==> config.mk <==
export PLATFORM = sky130hd
export DESIGN_NAME = if_stage_flat
export DESIGN_NICKNAME = d
export VERILOG_FILES = /design/src/rtl/if_stage_pkg.sv /design/src/rtl/if_stage_if.sv /design/src/rtl/if_skid_buf.sv /design/src/rtl/if_stage.sv /design/src/flat_wrapper.sv
export SDC_FILE = /design/constraint.sdc
export NUM_CORES = 1
export LEC_CHECK = 0
export ABC_AREA = 1
export BUFFER_PORTS_ARGS = -buffer_cell sky130_fd_sc_hd__buf_4
export CAP_MARGIN = 20
export CORE_UTILIZATION = 45
export DETAILED_ROUTE_END_ITERATION = 10
export PLACE_DENSITY = 0.68
export SLEW_MARGIN = 15
export SYNTH_ARGS = -nofsm -noshare
export SYNTH_HDL_FRONTEND = slang
export SYNTH_HIERARCHICAL = 1
export SYNTH_SLANG_ARGS = --single-unit
export TNS_END_PERCENT = 30
==> constraint.sdc <==
create_clock -name clk -period 6.4 [get_ports clk]
set_clock_uncertainty 0.15 [all_clocks]
set_input_delay 0.32 -clock clk [delete_from_list [all_inputs] [get_ports clk]]
set_output_delay 0.32 -clock clk [all_outputs]
set_load 0.005 [all_outputs]
==> src/rtl/if_stage_pkg.sv <==
// Shared fetch-stage types and constants: reset PC default, NOP encoding,
// fetch FSM state enum and the {ins, npc} payload carried by the skid buffer.
package if_stage_pkg;

  localparam int unsigned XLEN = 32;
  localparam int unsigned ILEN = 32;

  localparam logic [XLEN-1:0] RESET_PC_DEF = 32'h0000_0000;
  localparam logic [ILEN-1:0] NOP_INS      = 32'h0000_0000;
  localparam logic [XLEN-1:0] PC_STEP      = 32'd4;

  typedef enum logic [1:0] {
    ST_REQ   = 2'd0,
    ST_WAIT  = 2'd1,
    ST_HOLD  = 2'd2,
    ST_DRAIN = 2'd3
  } fetch_state_e;

  typedef struct packed {
    logic [ILEN-1:0] ins;
    logic [XLEN-1:0] npc;
  } fetch_pkt_t;

  // Fetch addresses are always word-aligned; byte offset bits are dropped.
  function automatic logic [XLEN-1:0] word_align(input logic [XLEN-1:0] a);
    return {a[XLEN-1:2], 2'b00};
  endfunction

endpackage

==> src/rtl/if_stage_if.sv <==
// Instruction-memory request/response bus between the fetch stage (master)
// and instruction memory (slave).
interface if_stage_if;
  import if_stage_pkg::*;

  logic            req;
  logic [XLEN-1:0] addr;
  logic            ready;
  logic            rvalid;
  logic [ILEN-1:0] rdata;

  modport master (output req, addr, input ready, rvalid, rdata);
  modport slave  (input req, addr, output ready, rvalid, rdata);

endinterface

==> src/rtl/if_skid_buf.sv <==
// One-entry {ins, npc} holding register used while decode stalls;
// clear wins over load.
module if_skid_buf
  import if_stage_pkg::*;
(
  input  logic       clk,
  input  logic       rst,
  input  logic       load,
  input  logic       clear,
  input  fetch_pkt_t d,
  output fetch_pkt_t q,
  output logic       valid
);

  always_ff @(posedge clk) begin
    if (rst) begin
      valid <= 1'b0;
      q     <= '0;
    end else if (clear) begin
      valid <= 1'b0;
    end else if (load) begin
      valid <= 1'b1;
      q     <= d;
    end
  end

endmodule

==> src/rtl/if_stage.sv <==
// MIPS instruction-fetch stage: PC, single-outstanding imem fetch FSM,
// stall skid buffer and the IF/ID latch feeding decode.
module if_stage
  import if_stage_pkg::*;
#(
  parameter logic [31:0] RESET_PC = RESET_PC_DEF
) (
  input  logic             clk,
  input  logic             rst,
  input  logic             stall,
  input  logic             redirect,
  input  logic [XLEN-1:0]  redirect_pc,
  if_stage_if.master       imem,
  output logic [ILEN-1:0]  ins,
  output logic [XLEN-1:0]  npc_o,
  output logic             ins_valid
);

  fetch_state_e    state, state_nxt;
  logic [XLEN-1:0] pc, pc_nxt, pc_inc, target;
  logic [ILEN-1:0] ins_nxt;
  logic [XLEN-1:0] npc_nxt;
  logic            valid_nxt;
  logic            accept;
  logic            new_word;
  fetch_pkt_t      new_pkt;
  fetch_pkt_t      skid_d, skid_q;
  logic            skid_load, skid_clear, skid_valid;

  // Request decodes registered state only; no input reaches imem outputs.
  assign imem.req  = (state == ST_REQ);
  assign imem.addr = pc;

  assign accept = (state == ST_REQ) && imem.ready;
  assign pc_inc = pc + PC_STEP;
  assign target = word_align(redirect_pc);
  assign skid_d = '{ins: imem.rdata, npc: pc_inc};

  if_skid_buf u_skid (
    .clk   (clk),
    .rst   (rst),
    .load  (skid_load),
    .clear (skid_clear),
    .d     (skid_d),
    .q     (skid_q),
    .valid (skid_valid)
  );

  always_comb begin
    state_nxt  = state;
    pc_nxt     = pc;
    skid_load  = 1'b0;
    skid_clear = 1'b0;
    new_word   = 1'b0;
    new_pkt    = skid_q;
    ins_nxt    = ins;
    npc_nxt    = npc_o;
    valid_nxt  = ins_valid;

    case (state)
      ST_REQ: begin
        if (accept) state_nxt = ST_WAIT;
      end
      ST_WAIT: begin
        if (imem.rvalid) begin
          pc_nxt = pc_inc;
          if (stall) begin
            skid_load = 1'b1;
            state_nxt = ST_HOLD;
          end else begin
            new_word  = 1'b1;
            new_pkt   = skid_d;
            state_nxt = ST_REQ;
          end
        end
      end
      ST_HOLD: begin
        if (!stall) begin
          new_word   = skid_valid;
          skid_clear = 1'b1;
          state_nxt  = ST_REQ;
        end
      end
      ST_DRAIN: begin
        if (imem.rvalid) state_nxt = ST_REQ;
      end
      default: state_nxt = ST_REQ;
    endcase

    // Redirect overrides everything; an in-flight request becomes an orphan to drain.
    if (redirect) begin
      pc_nxt     = target;
      skid_load  = 1'b0;
      skid_clear = 1'b1;
      new_word   = 1'b0;
      case (state)
        ST_REQ:   state_nxt = accept      ? ST_DRAIN : ST_REQ;
        ST_WAIT:  state_nxt = imem.rvalid ? ST_REQ   : ST_DRAIN;
        ST_HOLD:  state_nxt = ST_REQ;
        ST_DRAIN: state_nxt = imem.rvalid ? ST_REQ   : ST_DRAIN;
        default:  state_nxt = ST_REQ;
      endcase
    end

    // IF/ID latch: flush > hold > load > bubble.
    if (redirect) begin
      ins_nxt   = NOP_INS;
      valid_nxt = 1'b0;
    end else if (stall) begin
      ins_nxt   = ins;
      npc_nxt   = npc_o;
      valid_nxt = ins_valid;
    end else if (new_word) begin
      ins_nxt   = new_pkt.ins;
      npc_nxt   = new_pkt.npc;
      valid_nxt = 1'b1;
    end else begin
      ins_nxt   = NOP_INS;
      valid_nxt = 1'b0;
    end
  end

  always_ff @(posedge clk) begin
    if (rst) begin
      state     <= ST_REQ;
      pc        <= word_align(RESET_PC);
      ins       <= NOP_INS;
      npc_o     <= '0;
      ins_valid <= 1'b0;
    end else begin
      state     <= state_nxt;
      pc        <= pc_nxt;
      ins       <= ins_nxt;
      npc_o     <= npc_nxt;
      ins_valid <= valid_nxt;
    end
  end

endmodule

==> src/flat_wrapper.sv <==
// flat-port wrapper written by rule: the top's interface ports become plain ports
module if_stage_flat import if_stage_pkg::*;
#(
  parameter logic [31:0] RESET_PC = RESET_PC_DEF
)
  (clk, rst, stall, redirect, redirect_pc, ins, npc_o, ins_valid, imem_req, imem_addr, imem_ready, imem_rvalid, imem_rdata);
  if_stage_if imem_i ();
  input  logic clk;
  input  logic rst;
  input  logic stall;
  input  logic redirect;
  input  logic [XLEN-1:0] redirect_pc;
  output logic [ILEN-1:0] ins;
  output logic [XLEN-1:0] npc_o;
  output logic ins_valid;
  output wire logic [$bits(imem_i.req)-1:0] imem_req;
  output wire logic [$bits(imem_i.addr)-1:0] imem_addr;
  input wire logic [$bits(imem_i.ready)-1:0] imem_ready;
  input wire logic [$bits(imem_i.rvalid)-1:0] imem_rvalid;
  input wire logic [$bits(imem_i.rdata)-1:0] imem_rdata;
  assign imem_req = imem_i.req;
  assign imem_addr = imem_i.addr;
  assign imem_i.ready = imem_ready;
  assign imem_i.rvalid = imem_rvalid;
  assign imem_i.rdata = imem_rdata;
  if_stage #(.RESET_PC(RESET_PC)) u_core (.clk(clk), .rst(rst), .stall(stall), .redirect(redirect), .redirect_pc(redirect_pc), .imem(imem_i), .ins(ins), .npc_o(npc_o), .ins_valid(ins_valid));
endmodule
==> results.toml <==
[clock_network]
cts_max_level = 4
ctsResizeCount = 0
cts_sinks = 162
clk_pin_slew_worst_paths_ns = 0.06
cts_tree = "done"
clk_latency_ns = 0.42
root_buffer = "clkbuf_16"
cts_buffers = 17
postCtsSetupBuffers = 0
clock_tree.buffer_depth = 2

[drt]
firstDrtPassIters = 5
wl_um = 22750
routedWlPerCell_um = 14.29
drcViolationCount = 0
viasPerCell = 4.981
ant_nets = 0
drt_iter0_markers = 524
vias = 7929

[power_and_ir_drop]
power_leakage_nw = 4.423
switching_share_pct = 24.52
combPwrFrac_pct = 10.3
clockPowerShare_pct = 46.7
peakVddDrop_mv = 0.1938
power.density_mw_per_mm2 = 246.2
switchingPower_mw = 0.6012
internal-power_mw = 1.851
seqPwrFrac_pct = 43.0

[setup_path]
path_max_fanout = 48
r2r-start = "u_core/state[1]"
ff2ff_path_depth = 10
end_kind = "flip-flop"
cp.arrival_ns = 3.63
cp.required_ns = 6.61
r2r-end = "u_core/u_skid/q[37]"
ff2ff_setup_slack_ns = 2.98
critPathKind = "reg -> reg"
worstSetupStartpointType = "flip-flop"
endpoint = "u_core/u_skid/q[37]"
cp-startpoint = "u_core/state[1]"

[logic_synthesis]
synthesis.area_mm2 = 0.008029
synthAdderAreaFrac_pct = 0.9350
synth_top_family_by_area = "simple AND/OR/NAND/NOR gates"
synth_mux_area_share_pct = 0
synth-seq-area-share_pct = 40.39
ys_warn_count = 6
synthCells = 1229
synth-seq-cells = 162
synth_compound_area_share_pct = 11.66
yosys.area_share.simple_pct = 34.67
synth.distinct_cells = 31
yosys.area_share.xor_xnor_pct = 2.291
avgSynthCellArea_um2 = 6.533

[grt]
first_global_vias = 7276
grt_overflow = 0
grt_pass1_wl_um = 36580
grt_util_all_layers_pct = 25.31
antenna_found_initial = 0
grt_max_degree = 68

[placement]
gp_congestion = 0.9123
placed_cell_area_mm2 = 0.009263
hpwl_um = 14140
numPortBuffers = 163

[cells_and_area]
drive_gt1_share_pct = 17.70
mostFrequentLayoutCells = "nand2_1, buf_4, dfxtp_1, nor2_1, inv_1"
area_growth_pct = 24.06
final_common_cell = "nand2_1"
final_area_mm2 = 0.009961
diodes = 0
nets = 1430

[die]
die_w_um = 135.6
pin_count = 168
fp-row-count = 48
placeableCoreArea_mm2 = 0.01736
initial_core_util_pct = 46.26
die-area_mm2 = 0.01838
die_y_um = 135.6

[sta]
rsz0062_at_grt = "false"
slew_violations = 0
worst_slew_pin_slew_ns = 0.9631
finalSetupViolCount = 0
fin_tns_setup_ns = 0
hold_viol = 0
relSlewSlack_pct = 35.57
finalCritPeriodShare_pct = 53.49
period_needed_ns = 3.424
fmax_mhz = 292.1

[flow_run]
maxCapViolations = 0

[hold_path]
hp-start = "redirect_pc[4]"
hold_class = "in -> reg"

[outcome]
status = "completed"
[state kept, by name, indices dropped and copies added (netlist names)]
register and count:
u_core/imem.addr 30, u_core/npc_o 32, u_core/u_skid/valid 1, u_core/ins 32, u_core/u_skid/q 64, u_core/state 2
u_core/ins_valid 1
[per-stage QoR]
step	setup WS (ns)	instances	hold slack, ns	util, %	power (mW)
global route	2.733	1592	0.03265	57.39	2.544
global placement	3.040	1557	0.2934	53.37	1.323
CTS	2.987	1592	0.01544	57.39	2.471
detailed placement	2.992	1557	0.2989	53.37	1.326
floorplan	4.179	1232	0.2391	-	1.223
finish	2.977	1592	0.03185	57.39	2.452
[how the worst min path moves through the flow]
stage	to	slack (ns)	cells past startpoint
after global placement	u_core/ins[31]	0.29	2
after global routing	u_core/imem.addr[4]	0.03	3
after detailed placement	u_core/ins[31]	0.30	2
after floorplan	u_core/npc_o[0]	0.24	1
final	u_core/imem.addr[4]	0.03	3
after CTS	u_core/imem.addr[4]	0.02	3
[area by class of cell]
| cell class | instances | area, µm² |
|---|---|---|
| clock inverters | 12 | 201.4 |
| well taps | 225 | 281.5 |
| inverters | 114 | 427.9 |
| fillers | 1696 | 7396 |
| flip-flops and latches | 162 | 3243 |
| clock buffers | 20 | 466.7 |
| multi-input cells | 883 | 4011 |
| repair buffers | 176 | 1329 |
[metal layers]
| metal | part of all wire [%] | track usage (%) | vias up |
|---|---|---|---|
| li1 | - | - | 4064 |
| met1 | 46 | 32.90 | 3610 |
| met2 | 46 | 41.92 | 230 |
| met3 | 6.0 | 5.312 | 25 |
| met4 | 1.4 | 7.428 | 0 |
| met5 | 0 | 0 | - |
[repair_timing]
item / 4_1_cts / 5_1_grt
setup endpoints to repair: 0 / 0
hold endpoints to repair: 7 / 0
hold buffers: 3 / 0
[synthesized netlist by cell type]
cell / number / area [µm²]
a21oi_1: 90 / 450.4
nor2_4: 11 / 123.9
o21bai_1: 1 / 7.510
buf_2: 27 / 135.1
o211ai_1: 2 / 15.01
buf_6: 6 / 67.56
o21ai_1: 16 / 80.08
nor3_1: 2 / 10.01
o21ai_0: 67 / 335.3
a31oi_1: 5 / 31.28
xor2_1: 8 / 70.07
buf_4: 6 / 45.04
clkinv_1: 1 / 3.750
clkbuf_1: 25 / 93.84
conb_1: 1 / 3.750
ha_1: 6 / 75.07
buf_1: 9 / 33.78
a21oi_2: 1 / 8.760
inv_1: 108 / 405.4
nor2_1: 155 / 581.8
a22oi_1: 1 / 7.510
nand2_2: 5 / 31.28
xor2_2: 7 / 113.9
nand3_1: 92 / 460.4
nand4_1: 2 / 12.51
nor2_2: 3 / 18.77
and2_1: 4 / 25.02
nand2_4: 2 / 22.52
nand2_1: 399 / 1498
dfxtp_1: 162 / 3243
inv_2: 5 / 18.77
[power groups by stage]
stage	Clock [mW]	Combinational (mW)	Sequential [mW]
finish	1.15	0.252	1.05
global route	1.20	0.282	1.06
floorplan	0	0.151	1.07
detailed placement	0	0.249	1.08
global placement	0	0.246	1.08
CTS	1.16	0.251	1.05
[cells by family after synthesis]
kind of cell	Yosys count
AOI/OAI and AO/OA	183
xor gates and xnor gates	15
adders and majority gates	6
buffers and inverters	187
DFF	162
other	1
and+or+nand+nor	675
[critical path, stage by stage (launching register included)]
cell,delay (ns)
dfxtp_1,0.34
inv_1,0.11
ha_1,0.21
nand2_2,0.57
buf_4,0.51
nor3_2,0.20
inv_2,0.07
nor2_4,0.36
buf_4,0.58
nor2_1,0.09
nor2_1,0.13
No activity file was read; power rests on OpenSTA's default activity.
